**src/rtl/aes_ctr_incr_fsm.sv**
```systemverilog
// aes_ctr_incr_fsm: slice-serial counter incrementer for AES CTR/GCM.
//
// Adds a programmable step to a wide counter held in an external register
// file, one slice per cycle, LSB slice first. mode_i=0 increments the full
// counter; mode_i=1 is GCM inc32, where only the low 32 bits are touched and
// the carry out of bit 31 is reported on wrap_o.
//
// Ports:
//   clk_i            clock
//   rst_i            synchronous active-high reset
//   incr_i           increment request, accepted while ready_o=1
//   step_i           increment amount, added to slice 0 only
//   mode_i           0: full-width increment, 1: inc32
//   ready_o          idle and able to accept a request
//   incr_err_i       multi-rail encoding error on incr_i
//   mr_err_i         multi-rail error from the upstream controller
//   alert_o          FSM is in, or entering, the error state
//   ctr_slice_idx_o  index of the slice being read/written
//   ctr_slice_i      current value of the addressed slice
//   ctr_slice_o      updated value of the addressed slice (valid with ctr_we_o)
//   ctr_we_o         write enable for ctr_slice_o
//   done_o           one-cycle pulse after the final slice write
//   wrap_o           carry out of the last processed slice
//
// Build option: define AES_CTR_EARLY_EXIT_EN to stop as soon as the carry
// dies out (data-dependent latency, non-secret counters only). Without it
// every request takes a fixed number of write cycles.

module aes_ctr_incr_fsm #(
    parameter int unsigned CtrWidth  = 128,
    parameter int unsigned SliceSize = 16,
    localparam int unsigned NumSlices = CtrWidth / SliceSize,
    localparam int unsigned SliceIdxW = (NumSlices > 1) ? $clog2(NumSlices) : 1
) (
    input  logic                 clk_i,
    input  logic                 rst_i,
    input  logic                 incr_i,
    input  logic [SliceSize-1:0] step_i,
    input  logic                 mode_i,
    output logic                 ready_o,
    input  logic                 incr_err_i,
    input  logic                 mr_err_i,
    output logic                 alert_o,
    output logic [SliceIdxW-1:0] ctr_slice_idx_o,
    input  logic [SliceSize-1:0] ctr_slice_i,
    output logic [SliceSize-1:0] ctr_slice_o,
    output logic                 ctr_we_o,
    output logic                 done_o,
    output logic                 wrap_o
);

    // Elaboration-time parameter sanity checks.
    if ((CtrWidth % SliceSize) != 0) begin : gen_err_ctr_width
        $error("CtrWidth must be a multiple of SliceSize");
    end
    if ((32 % SliceSize) != 0) begin : gen_err_slice_size
        $error("SliceSize must divide 32");
    end
    if (CtrWidth < 32) begin : gen_err_ctr_min
        $error("CtrWidth must be at least 32");
    end

    localparam logic [SliceIdxW-1:0] LastFull  = SliceIdxW'(NumSlices - 1);
    localparam logic [SliceIdxW-1:0] LastInc32 = SliceIdxW'(32 / SliceSize - 1);

    // Sparse encoding: pairwise Hamming distance >= 3, so a single upset cannot
    // turn one valid state into another; any other value is trapped to StError.
    typedef enum logic [5:0] {
        StIdle  = 6'b011101,
        StIncr  = 6'b100011,
        StError = 6'b111110
    } state_e;

    state_e                 state_q, state_d;
    logic [SliceIdxW-1:0]   idx_q, idx_d;
    logic                   carry_q, carry_d;
    logic [SliceSize-1:0]   step_q, step_d;
    logic                   mode_q, mode_d;
    logic                   done_q, done_d;
    logic                   wrap_q, wrap_d;

    logic                   err_in;
    logic [SliceIdxW-1:0]   last_idx;
    logic                   last_slice;
    logic                   finish;
    logic [SliceSize-1:0]   addend;
    logic [SliceSize:0]     sum;
    logic                   ready;
    logic                   we;

    assign err_in     = incr_err_i | mr_err_i;
    assign last_idx   = mode_q ? LastInc32 : LastFull;
    assign last_slice = (idx_q == last_idx);

    // The step only enters slice 0; higher slices only propagate the carry.
    assign addend = (idx_q == '0) ? step_q : SliceSize'(carry_q);
    assign sum    = {1'b0, ctr_slice_i} + {1'b0, addend};

`ifdef AES_CTR_EARLY_EXIT_EN
    // Once the carry dies out the higher slices cannot change.
    assign finish = last_slice | ~sum[SliceSize];
`else
    assign finish = last_slice;
`endif

    always_comb begin
        state_d = state_q;
        idx_d   = idx_q;
        carry_d = carry_q;
        step_d  = step_q;
        mode_d  = mode_q;
        done_d  = 1'b0;
        wrap_d  = wrap_q;
        ready   = 1'b0;
        we      = 1'b0;

        case (state_q)
            StIdle: begin
                ready = 1'b1;
                if (incr_i) begin
                    step_d  = step_i;
                    mode_d  = mode_i;
                    idx_d   = '0;
                    carry_d = 1'b0;
                    wrap_d  = 1'b0;
                    state_d = StIncr;
                end
            end
            StIncr: begin
                we      = 1'b1;
                carry_d = sum[SliceSize];
                idx_d   = idx_q + SliceIdxW'(1);
                if (finish) begin
                    // On an early exit the final carry is 0 by construction.
                    state_d = StIdle;
                    idx_d   = '0;
                    done_d  = 1'b1;
                    wrap_d  = sum[SliceSize];
                end
            end
            StError: begin
                state_d = StError;
            end
            default: begin
                state_d = StError;
            end
        endcase

        // Error inputs override everything, including a same-cycle request.
        if (err_in) begin
            state_d = StError;
            idx_d   = idx_q;
            carry_d = carry_q;
            step_d  = step_q;
            mode_d  = mode_q;
            done_d  = 1'b0;
            wrap_d  = wrap_q;
            ready   = 1'b0;
            we      = 1'b0;
        end
    end

    always_ff @(posedge clk_i) begin
        if (rst_i) begin
            state_q <= StIdle;
            idx_q   <= '0;
            carry_q <= 1'b0;
            step_q  <= '0;
            mode_q  <= 1'b0;
            done_q  <= 1'b0;
            wrap_q  <= 1'b0;
        end else begin
            state_q <= state_d;
            idx_q   <= idx_d;
            carry_q <= carry_d;
            step_q  <= step_d;
            mode_q  <= mode_d;
            done_q  <= done_d;
            wrap_q  <= wrap_d;
        end
    end

    assign ready_o         = ready;
    assign ctr_we_o        = we;
    assign ctr_slice_idx_o = idx_q;
    assign ctr_slice_o     = sum[SliceSize-1:0];
    assign done_o          = done_q;
    assign wrap_o          = wrap_q;
    assign alert_o         = (state_q == StError) || (state_d == StError);

    ast_valid_state: assert property (@(posedge clk_i) disable iff (rst_i)
        !alert_o |-> (state_q == StIdle || state_q == StIncr));

endmodule

```
**config.mk**
```make
export PLATFORM = sky130hd
export DESIGN_NAME = aes_ctr_incr_fsm
export DESIGN_NICKNAME = d
export VERILOG_FILES = /design/src/rtl/aes_ctr_incr_fsm.sv
export SDC_FILE = /design/constraint.sdc
export NUM_CORES = 1
export LEC_CHECK = 0
export CAP_MARGIN = 15
export CORE_MARGIN = 2
export CORE_UTILIZATION = 48
export CTS_BUF_LIST = sky130_fd_sc_hd__clkbuf_4
export CTS_CLUSTER_DIAMETER = 60
export DETAILED_ROUTE_END_ITERATION = 6
export PLACE_DENSITY = 0.82
export SYNTH_ARGS = -nofsm -noshare
export SYNTH_HDL_FRONTEND = slang
export SYNTH_SLANG_ARGS = --single-unit
```
**constraint.sdc**
```tcl
create_clock -name clk_i -period 3.7 [get_ports clk_i]
set_input_delay 0.555 -clock clk_i [delete_from_list [all_inputs] [get_ports clk_i]]
set_output_delay 0.555 -clock clk_i [all_outputs]
set_load 0.01 [all_outputs]
```
# ---- After elaboration in Yosys (flattened, before gate mapping)
# Cells that the tools add are included.
dict set report classes {
  shifts 0
  addsub 2
  n_bitwise 3
  div_mod_pow 0
  muxes 18
  n_lt_le_gt_ge 0
  reduce_logical 7
  eq_ne 7
  mul 0
}
# cell n
set op_table {}
lappend op_table {{$eq A6 B6 Y1 const B} 3}
lappend op_table {{$mux W6} 3}
lappend op_table {{$add A16 B16 Y17} 1}
lappend op_table {{$mux W16} 1}
lappend op_table {{$pmux W6 S2} 1}
lappend op_table {{$mux W3} 3}
lappend op_table {{$mux W1} 7}
lappend op_table {{$eq A6 B5 Y1 const B} 1}
lappend op_table {{$pmux W3 S2} 1}
lappend op_table {{$reduce_and A3 Y1} 2}
lappend op_table {{$ne A2 B2 Y1 const B} 2}
lappend op_table {{$pmux W1 S2} 2}
lappend op_table {{$reduce_and A4 Y1} 1}
lappend op_table {{$add A3 B1 Y3 const B} 1}
lappend op_table {{$eq A3 B3 Y1} 1}
lappend op_table {{$logic_not A3 Y1} 1}
lappend op_table {{$reduce_or A3 Y1} 1}
lappend op_table {{$not A1 Y1} 2}
lappend op_table {{$reduce_bool A2 Y1} 1}
lappend op_table {{$logic_or A1 B1 Y1} 1}
lappend op_table {{$or A1 B1 Y1} 1}
dict set report word_totals {
  ff_bits 29
  latch_bits 0
  elab_cells 44
  out_inout_bits 24
  input_bits 38
  mem_bits_ro 0
  n_memories 0
  ram_bits 0
}

# ---- Depth between registers and ports, before layout
# Gate-level depths: netlist (run 1).
dict set report depth {
  ltp_word 7
  depth_mapped 13
  mapped_depth_nobuf 12
}

# ---- Least setup slack after synthesis (run 1)
# No wires, ideal clock.
dict set report synth_timing {
  path_kind {flip-flop to output port}
  startpoint {register idx_q[0], in the netlist ctr_slice_idx_o[0]}
  endpoint {output ctr_slice_o[14]}
  path_stages_with_launch 13
  path_slack_ns 0.312
  required_time_ns 3.145
  arrival_time_ns 2.833
  n_path_buf 0
  path_cell_list {dfxtp_1 inv_1 ha_1 nor2b_1 mux2_2 ha_1 fa_1 a21o_1 nand3_1 a31oi_1 a41o_1 a31oi_1 xnor2_1}
}
dict set report synth_via {
  elab_chain_len 3
}
# item line_no
set synth_rtl {}
lappend synth_rtl {{start: declaration} 75} ;# logic [SliceIdxW-1:0] idx_q, idx_d;
lappend synth_rtl {{start signal: assignment} 174} ;# idx_q <= idx_d;
lappend synth_rtl {{$logic_not A3 Y1} 96} ;# assign addend = (idx_q == '0) ? step_q : SliceSize'(carry_q);
lappend synth_rtl {{$mux W16} 96}
lappend synth_rtl {{$add A16 B16 Y17} 97} ;# assign sum = {1'b0, ctr_slice_i} + {1'b0, addend};
lappend synth_rtl {{end: declaration} 46} ;# output logic [SliceSize-1:0] ctr_slice_o,
# No other way between the ends.

# ---- Final worst setup path (run 1)
# Ends and elaborated chain as after synthesis.

==> results of run 1 <==
per-layer routing:
| layer | share of wire [%] | vias up | track usage [%] |
|---|---|---|---|
| li1 | - | 979 | - |
| met1 | 44 | 880 | 27.6 |
| met2 | 49 | 56 | 38.1 |
| met3 | 4.9 | 9 | 5.59 |
| met4 | 1.8 | 0 | 9.50 |
| met5 | 0 | - | 0 |
state kept, by name, indices dropped and copies added (netlist names):
signal and count:
mode_q 1, ctr_slice_idx_o 3, wrap_o 1, step_q 16, state_q 6, carry_q 1, done_o 1
report_power, final:
part	switching [uW]	internal, uW
combinational	53.4	74.8
sequential	2.15	316
clock	108	79.5
total	164	470
cell usage in the layout, fill, tap and decap left out, types with 2 or more instances in the layout:
master,instances
sky130_fd_sc_hd__clkdlybuf4s50_1,51
sky130_fd_sc_hd__mux2i_1,17
sky130_fd_sc_hd__nor2b_1,2
sky130_fd_sc_hd__ha_1,14
sky130_fd_sc_hd__o21a_1,4
sky130_fd_sc_hd__xor2_1,4
sky130_fd_sc_hd__a211oi_1,2
sky130_fd_sc_hd__clkbuf_4,6
sky130_fd_sc_hd__a21oi_1,15
sky130_fd_sc_hd__o21ai_1,2
sky130_fd_sc_hd__or3_1,4
sky130_fd_sc_hd__and2_1,14
sky130_fd_sc_hd__o211ai_1,2
sky130_fd_sc_hd__inv_1,8
sky130_fd_sc_hd__buf_4,12
sky130_fd_sc_hd__ha_2,2
sky130_fd_sc_hd__nand3_1,6
sky130_fd_sc_hd__and3_1,2
sky130_fd_sc_hd__clkinv_2,2
sky130_fd_sc_hd__ha_4,2
sky130_fd_sc_hd__o21ai_0,5
sky130_fd_sc_hd__and2_0,2
sky130_fd_sc_hd__nand2_1,7
sky130_fd_sc_hd__a211o_1,2
sky130_fd_sc_hd__dfxtp_1,29
sky130_fd_sc_hd__nand4b_1,2
sky130_fd_sc_hd__a21o_1,3
sky130_fd_sc_hd__a21oi_2,2
sky130_fd_sc_hd__nand2b_1,3
sky130_fd_sc_hd__clkbuf_2,4
sky130_fd_sc_hd__xnor2_1,8
sky130_fd_sc_hd__buf_2,4
sky130_fd_sc_hd__nor2_1,31
sky130_fd_sc_hd__a31oi_1,3
tightest hold or removal path, delay by kind of cell, from the launching register on:
kind / cells / cell delay [ns]
mux: 1 / 0.06
simple gates: 1 / 0.07
flops: 1 / 0.32
cells by family (layout without fill, tap and decap cells):
family / after synthesis / count (layout)
simple gates: 86 / 86
compound gates: 52 / 52
flops: 29 / 29
fa+ha+maj: 19 / 19
mux: 18 / 18
buf+inv: 14 / 89
xor+xnor: 12 / 12
path summary, 6_finish.rpt:
| check | endpoint | slack (ns) | depth (start not counted) |
|---|---|---|---|
| worst min-delay path | step_q[14] | 0.49 | 2 |
| worst max register to register | carry_q | 0.58 | 13 |
| worst max-delay path | ctr_slice_o[14] | 0.17 | 13 |
| worst min register to register | step_q[14] | 0.49 | 2 |
cell type report:
cell class | count | area share [%]
clock buffer | 6 | 1.62
clock inverter | 2 | 0.359
inverter | 8 | 1.08
multi-input combinational | 187 | 50.1
sequential | 29 | 20.8
tap | 50 | 2.25
timing repair buffer | 73 | 23.8
stage by stage:
stage          std cells  setup WS (ns)
6_report             355          0.171
5_1_grt              355       -0.00126
4_1_cts              354        0.00235
3_5_place_dp         344        -0.0564
3_3_place_gp         344        -0.0265
2_1_floorplan        230          0.312
repair_timing:
item                                    in CTS  in global routing
resized for setup                           23                 22
endpoints found under the setup margin      10                  9
setup buffers                                2                  1
endpoints found under the hold margin        0                  0
pin swaps                                    1                  7
hold buffers                                 0                  0
==> impl_metrics.tcl, run 1 <==
set metrics [dict create \
    grt.total_usage_pct 22.7 \
    stdcell_area_sq_um 2790 \
    clock_slew_at_the_register_clock_pins_of_the_worst_setup_and_hold_paths_ns 0.09 \
    finalWorstPathRequiredPeriod_ns 3.53 \
    htree_num_levels 2 \
    placeableCoreArea_sq_um 3970 \
    post_place_instance_area_sq_um 2680 \
    synth_compound_gate_area_share_pct 17.3 \
    post-layout-total-power_uw 633 \
    worstSkewPairLatency_ns 0.33 \
    critical_path_buf_inv_count 2 \
    cp-start-kind "flop" \
    clock_skew_ns 0.00779 \
    fill_cells 337 \
    synth_top_flop_cell "sky130_fd_sc_hd__dfxtp_1" \
    multi_input_comb_area_sq_um 1400 \
    area.sequential_sq_um 581 \
    synth.mux.area_fraction_pct 9.26 \
    cp_slowest_stage_delay_ns 0.35 \
    power.static_leakage_uw 0.00130 \
    post_route_cells_drive_above_1_share_pct 15.1 \
    gp_routability_congestion 0.816 \
    cts_tree "built" \
    crit_type "flop to primary output" \
    largest_net_degree_at_the_start_of_global_routing 32 \
    async_flop_share_pct 0 \
    place_hpwl_mm 3.55 \
    synth_adder_area_share_pct 12.5 \
    wire_length_of_the_first_global_routing_pass_mm 7.87 \
    basic_gate_share_of_the_synthesized_area_counting_and_or_nand_and_nor_cells_pct 23.2 \
    post_synth_instance_area_sq_um 1960 \
    num_rows 23 \
    drc 0 \
    maxSlewViolCount 0 \
    postSynthRegisterBits 29 \
    critical_path_peak_fanout 2 \
    via_count_of_the_first_global_routing_pass 1800 \
    cp_data_arrival_time_ns 2.97 \
    finalSetupViolations 0 \
    drt_pass1_iterations 4 \
    finalHoldViolations 0 \
    max_clock_freq_mhz 283 \
    yosysSeqAreaShare_pct 29.6 \
    antenna_violating_nets_post_route 0 \
    clockBufferDepth 2 \
    finalSetupTns_ns 0 \
    synth.cells.most_frequent "sky130_fd_sc_hd__nor2_1, sky130_fd_sc_hd__dfxtp_1, sky130_fd_sc_hd__ha_1" \
    synth_largest_area_cell "sky130_fd_sc_hd__dfxtp_1" \
    crit_family "compound AO/OA/AOI/OAI gates" \
    vias 1924 \
    drt_iter0_drc 86 \
    totalWireLength_mm 4.86 \
    nNetsFinal 361 \
    initial_standard_cell_utilization_of_the_core_pct 49.3 \
    avg_wl_per_cell_um 13.7 \
    power_density_nw_per_um2 227 \
    postSynthNetCount 287 \
    critical_path.cell_chain "inv_1, ha_1, nor2b_4, mux2_2, ha_2, fa_2, a21o_1, nand3_1, a31oi_1, a41o_1, a31oi_2, xnor2_1, buf_2" \
    hold-worst-slack_ns 0.492 \
    numPortBuffers 61 \
    period_share_pct 95.4 \
    grt_antenna_before_repair 0 \
    vdd_drop_max_v 0.000179 \
    die_height_um 67.9 \
    vias_per_cell 5.42 \
    global_route.overflow_total 0 \
    tightest_slew_ns 1.05 \
    count_of_boundary_i_o_pins 62 \
    worst_setup_path_startpoint "ctr_slice_idx_o[0]" \
    worstPathRequired_ns 3.14 \
    post-synth-top-count-cell "sky130_fd_sc_hd__nor2_1" \
    postSynthAreaPerCell_sq_um 8.52 \
    critical-path-slowest-cell "sky130_fd_sc_hd__fa_2" \
    post-synth-top-area-fraction_pct 29.6 \
    run_status "finished, final reports clean" \
    clk_root_buffer_cell "sky130_fd_sc_hd__clkbuf_4" \
    maxCapViolations 0 \
    number_of_clock_buffers_inserted_by_tritoncts 5 \
    synth_enable_flop_cells 0 \
    syn2layout_area_growth_pct 42.1 \
    min-delay-start "step_q[14]" \
    utilization_pct 70.1 \
    full_die_area_sq_um 4610 \
    diodes 0 \
    worstSetupEndpointType "primary output" \
    synthCells 230 \
    rr_startpoint "ctr_slice_idx_o[0]" \
    worst_hold_path_type "flop to flop" \
    numClockSinks 29 \
    synthDistinctLibCells 49 \
    synthTopCellsByArea "sky130_fd_sc_hd__dfxtp_1, sky130_fd_sc_hd__ha_1, sky130_fd_sc_hd__mux2i_1" \
    synth_xor_xnor_area_share_pct 5.36 \
    yosys_warnings 0 \
    chip_width_um 67.9 \
    max_slew_margin_pct 29.5 \
    main_combinational_cell_family_by_area_after_synthesis "simple AND/OR/NAND/NOR gates" \
]
Note: power is estimated with default switching activity, not from simulation.
==> run 2, diff against run 1 <==
Settings changed: CORE_MARGIN 2 to unset.
==> run 2 against run 1 <==
Compared with the run above:
- final area increased by 0.31%
- largest cell class unchanged
- clock-buffer cell count did not move
- global-route usage down 0.33 points
==> impl_metrics.tcl, run 2 (same netlist as run 1, synthesis figures left out) <==
set metrics [dict create \
    rr_startpoint "ctr_slice_idx_o[0]" \
    largest_net_degree_at_the_start_of_global_routing 32 \
    run_status "finished, final reports clean" \
    grt_use_met1_pct 27.6 \
    avg_wl_per_cell_um 13.1 \
    global_route.overflow_total 0 \
    hold_depth 2 \
    max_clock_freq_mhz 280 \
    chip_width_um 65.9 \
    worstSetupEndpointType "primary output" \
    totalWireLength_mm 4.60 \
    largest_register "step_q" \
    power_density_nw_per_um2 222 \
    min-delay-start "step_q[13]" \
    antenna_violating_nets_post_route 0 \
    fill_cells 296 \
    max_slew_margin_pct 34.1 \
    drc 0 \
    place_hpwl_mm 3.47 \
    placeableCoreArea_sq_um 3800 \
    worstSkewPairLatency_ns 0.32 \
    grt-busiest-layer "met2" \
    clock_slew_at_the_register_clock_pins_of_the_worst_setup_and_hold_paths_ns 0.08 \
    worst_r2r_endpoint "carry_q" \
    numPortBuffers 61 \
    via_count_of_the_first_global_routing_pass 1737 \
    mostFrequentLayoutCell "sky130_fd_sc_hd__clkdlybuf4s50_1" \
    period_share_pct 96.6 \
    critical_path_peak_fanout 2 \
    worst_hold_path_type "flop to flop" \
    worstPathRequired_ns 3.14 \
    maxSlewViolCount 0 \
    nNetsFinal 361 \
    grt_antenna_before_repair 0 \
    num_rows 22 \
    post_route_cells_drive_above_1_share_pct 13.8 \
    worst_slack_ns 0.127 \
    diodes 0 \
    utilization_pct 73.6 \
    wire_length_of_the_first_global_routing_pass_mm 7.42 \
    dp_worst_setup_slack_ns -0.0975 \
    initial_standard_cell_utilization_of_the_core_pct 51.6 \
    cp_data_arrival_time_ns 3.02 \
    power.static_leakage_uw 0.00130 \
    number_of_clock_buffers_inserted_by_tritoncts 5 \
    htree_num_levels 2 \
    tightest_slew_ns 0.985 \
    drt_iter0_drc 122 \
    clk_root_buffer_cell "sky130_fd_sc_hd__clkbuf_4" \
    gp_routability_congestion 0.858 \
    vias_per_cell 5.36 \
    ff2ff_path_depth 13 \
    finalWorstPathRequiredPeriod_ns 3.57 \
    groute.layer.met3.usage_pct 3.62 \
    cts_tree "built" \
    stdcell_area_sq_um 2790 \
    syn2layout_area_growth_pct 42.6 \
    hold_buffers 0 \
    clockBufferDepth 2 \
    finalSetupViolations 0 \
    mostFrequentLayoutCells "sky130_fd_sc_hd__clkdlybuf4s50_1, sky130_fd_sc_hd__nor2_1, sky130_fd_sc_hd__dfxtp_1" \
    full_die_area_sq_um 4340 \
    largest_register_ffs 16 \
    post_place_instance_area_sq_um 2670 \
    finalHoldViolations 0 \
    count_of_boundary_i_o_pins 62 \
    crit_type "flop to primary output" \
    clock_skew_ns 0.00993 \
    whs_endpoint "step_q[13]" \
    die_height_um 65.9 \
    hold-worst-slack_ns 0.491 \
    vias 1886 \
    post-place-cells 342 \
    drt_pass1_iterations 4 \
    vdd_drop_max_v 0.000162 \
    numClockSinks 29 \
    grt.total_usage_pct 22.3 \
    cp-start-kind "flop" \
    layout.cells.non_filler 352 \
    global_route.usage.met2_pct 38.8 \
    maxCapViolations 0 \
    timing.reg2reg.setup_slack_ns 0.60 \
]
==> run 2: changes by cell type in the layout (fill, tap and decap cells not counted), sizes merged <==
cell	delta
buf	-3
clkdlybuf4s15	+1
clkinv	-1
clkbuf	+1
dlygate4sd2	+1
==> run 2: area by class of cell <==
| class | count | area [sq um] | share of cell area (%) |
|---|---|---|---|
| Timing Repair Buffer | 73 | 671 | 24.0 |
| Inverter | 8 | 30.0 | 1.07 |
| Clock buffer | 6 | 45.0 | 1.61 |
| Sequential cell | 29 | 581 | 20.8 |
| Multi-Input combinational cell | 187 | 1400 | 50.2 |
| Clock inverter | 1 | 3.75 | 0.134 |
| Tap cell | 48 | 60.1 | 2.15 |
==> run 2: how the worst max path moves through the flow <==
stage | from | endpoint | slack, ns | depth (start not counted)
after floorplan | ctr_slice_idx_o[0] | ctr_slice_o[14] | 0.31 | 12
after global placement | ctr_slice_i[0] | ctr_slice_o[14] | -0.04 | 10
after detailed placement | ctr_slice_idx_o[1] | ctr_slice_o[14] | -0.1 | 13
after CTS | ctr_slice_idx_o[1] | ctr_slice_o[12] | 0.01 | 13
after global routing | ctr_slice_idx_o[1] | ctr_slice_o[14] | -0.02 | 13
final | ctr_slice_idx_o[0] | ctr_slice_o[14] | 0.13 | 13
==> run 2: worst max-delay path, stage by stage (launching register included) <==
cell                      delay [ns]
sky130_fd_sc_hd__dfxtp_1        0.34
sky130_fd_sc_hd__inv_1          0.05
sky130_fd_sc_hd__ha_1           0.19
sky130_fd_sc_hd__nor2b_4        0.13
sky130_fd_sc_hd__mux2_4         0.31
sky130_fd_sc_hd__ha_4           0.17
sky130_fd_sc_hd__fa_2           0.38
sky130_fd_sc_hd__a21o_1         0.19
sky130_fd_sc_hd__nand3_2        0.09
sky130_fd_sc_hd__a31oi_2        0.11
sky130_fd_sc_hd__a41o_1         0.26
sky130_fd_sc_hd__a31oi_1        0.21
sky130_fd_sc_hd__xnor2_1        0.13
sky130_fd_sc_hd__buf_2          0.14
==> run 2: timing repair <==
item	in CTS	in global routing
pin swaps	4	8
endpoints found under the setup margin	9	8
gates resized for setup	19	22
buffers inserted	2	1
==> run 2: layer usage <==
metal	wire (um)	share of wire, %	vias up
li1	-	-	975
met1	2140	46	864
met2	2210	48	43
met3	213	4.6	4
met4	40	0.87	0
met5	0	0	-
==> run 2: power by group <==
group | total [uW] | switching, uW | internal (uW)
logic | 129 | 53.7 | 75.1
registers | 318 | 1.99 | 316
clock network | 173 | 96.7 | 76.1
==> run 2: per-stage QoR <==
step | setup TNS (ns) | power, uW
after floorplan | 0 | 380
after global placement | -0.0416 | 453
after detailed placement | -0.115 | 454
after CTS | 0 | 621
after global routing | -0.0396 | 649
final | 0 | 619
==> run 3, diff against run 2 <==
Settings changed: CORE_MARGIN set to 5, SLEW_MARGIN set to 40.
==> run 3 against run 2 <==
Compared with the run above:
- flip-flop and latch count unchanged
- sequential power about the same
- register-to-register slack about the same
- critical endpoint is now ctr_slice_o[11]
==> impl_metrics.tcl, run 3 (same netlist as run 1, synthesis figures left out) <==
set metrics [dict create \
    run_status "finished, final reports clean" \
    mostFrequentLayoutCells "sky130_fd_sc_hd__clkdlybuf4s50_1, sky130_fd_sc_hd__nor2_1, sky130_fd_sc_hd__dfxtp_1" \
    num_rows 23 \
    numPortBuffers 61 \
    largest_register "step_q" \
    worstSetupEndpointType "primary output" \
    number_of_clock_buffers_inserted_by_tritoncts 5 \
    totalWireLength_mm 4.98 \
    fill_cells 299 \
    nNetsFinal 363 \
    htree_num_levels 2 \
    vdd_drop_max_v 0.000164 \
    grt-busiest-layer "met2" \
    grt_antenna_before_repair 0 \
    post_place_instance_area_sq_um 2670 \
    avg_wl_per_cell_um 13.9 \
    maxCapViolations 0 \
    hold_buffers 0 \
    diodes 0 \
    clock_skew_ns 0.00596 \
    die_height_um 73.9 \
    chip_width_um 73.9 \
    max_clock_freq_mhz 273 \
    tightest_slew_ns 0.556 \
    crit_type "flop to primary output" \
    cp-start-kind "flop" \
    largest_register_ffs 16 \
    mostFrequentLayoutCell "sky130_fd_sc_hd__clkdlybuf4s50_1" \
    maxSlewViolCount 0 \
    full_die_area_sq_um 5460 \
    global_route.usage.met2_pct 31.3 \
    antenna_violating_nets_post_route 0 \
    drt_iter0_drc 56 \
    vias_per_cell 5.35 \
    global_route.overflow_total 0 \
    grt.total_usage_pct 18.0 \
    initial_standard_cell_utilization_of_the_core_pct 49.3 \
    power_density_nw_per_um2 246 \
    clk_root_buffer_cell "sky130_fd_sc_hd__clkbuf_4" \
    numClockSinks 29 \
    vias 1909 \
    placeableCoreArea_sq_um 3970 \
    finalHoldViolations 0 \
    drt_pass1_iterations 4 \
    syn2layout_area_growth_pct 45.8 \
    grt_setup_unrepaired "yes" \
    cp_data_arrival_time_ns 3.11 \
    power.static_leakage_uw 0.00132 \
    largest_net_degree_at_the_start_of_global_routing 32 \
    drc 0 \
    finalWorstPathRequiredPeriod_ns 3.67 \
    post-layout-total-power_uw 703 \
    gp_routability_congestion 0.838 \
    critical_path_peak_fanout 15 \
    post_route_cells_drive_above_1_share_pct 16.9 \
    groute.layer.met3.usage_pct 4.10 \
    worst_hold_path_type "flop to flop" \
    count_of_boundary_i_o_pins 62 \
    worstPathRequired_ns 3.14 \
    period_share_pct 99.1 \
    wire_length_of_the_first_global_routing_pass_mm 7.69 \
    clockBufferDepth 2 \
    place_hpwl_mm 3.70 \
    finalSetupViolations 0 \
    max_slew_margin_pct 62.8 \
    via_count_of_the_first_global_routing_pass 1855 \
    grt_use_met1_pct 21.4 \
    worstSkewPairLatency_ns 0.33 \
    stdcell_area_sq_um 2860 \
    utilization_pct 71.9 \
    cts_tree "built" \
    clock_slew_at_the_register_clock_pins_of_the_worst_setup_and_hold_paths_ns 0.09 \
]
-- run 3: metrics by stage --
step / std cells / worst slack [ns] / hold slack [ns] / TNS (ns)
final: 357 / 0.0349 / 0.495 / 0
after global routing: 357 / -0.162 / 0.531 / -0.250
after CTS: 355 / -0.0514 / 0.498 / -0.117
after detailed placement: 344 / -0.104 / 0.476 / -0.191
after global placement: 344 / -0.0277 / 0.468 / -0.0277
after floorplan: 230 / 0.312 / 0.455 / 0
-- run 3: final cells by class --
cell class	count	area, sq um	area share, %
clock buffers	5	37.5	1.31
clock inverters	3	41.3	1.45
inverters	8	30.0	1.05
multi-input cells	187	1430	49.9
flip-flops and latches	29	583	20.4
well taps	50	62.6	2.19
repair buffers	75	676	23.7
-- run 3: worst max-delay path: stages (launching register included) --
cell                       delay (ns)
sky130_fd_sc_hd__dfxtp_2         0.34
sky130_fd_sc_hd__inv_1           0.04
sky130_fd_sc_hd__ha_1            0.19
sky130_fd_sc_hd__nor2b_4         0.12
sky130_fd_sc_hd__buf_4           0.17
sky130_fd_sc_hd__and2_4          0.17
sky130_fd_sc_hd__ha_1            0.29
sky130_fd_sc_hd__a21oi_2         0.18
sky130_fd_sc_hd__nor2_2          0.07
sky130_fd_sc_hd__o211ai_1        0.27
sky130_fd_sc_hd__buf_4           0.17
sky130_fd_sc_hd__buf_4           0.09
sky130_fd_sc_hd__nand2_1         0.09
sky130_fd_sc_hd__a221oi_2        0.29
sky130_fd_sc_hd__xnor2_1         0.14
sky130_fd_sc_hd__buf_2           0.15
-- run 3: what timing repair did --
action,4_1_cts,5_1_grt
gates resized for setup,26,24
endpoints found under the setup margin,10,9
pin swaps,3,9
setup buffers,3,2
-- run 3: worst paths after layout --
check | to | from | depth (start not counted) | slack, ns
hold reg to reg | step_q[15] | step_q[15] | 2 | 0.49
setup / recovery | ctr_slice_o[11] | ctr_slice_idx_o[0] | 15 | 0.03
setup reg to reg | carry_q | ctr_slice_idx_o[0] | 13 | 0.61
hold / removal | step_q[15] | step_q[15] | 2 | 0.49
-- run 3: layer usage --
metal  part of all wire, %  routed length [um]  vias up
li1                      -                   -      982
met1                    44                2180      869
met2                    50                2480       51
met3                   4.8                 239        7
met4                   1.5                  77        0
met5                     0                   0        -
-- run 3: power breakdown --
part	total (uW)	internal [uW]	leakage [uW]	switching (uW)
Sequential	318	316	0.000236	2.17
Combinational	129	74.6	0.00105	54.8
Clock	256	140	0.0000389	116
Total	703	530	0.00132	173
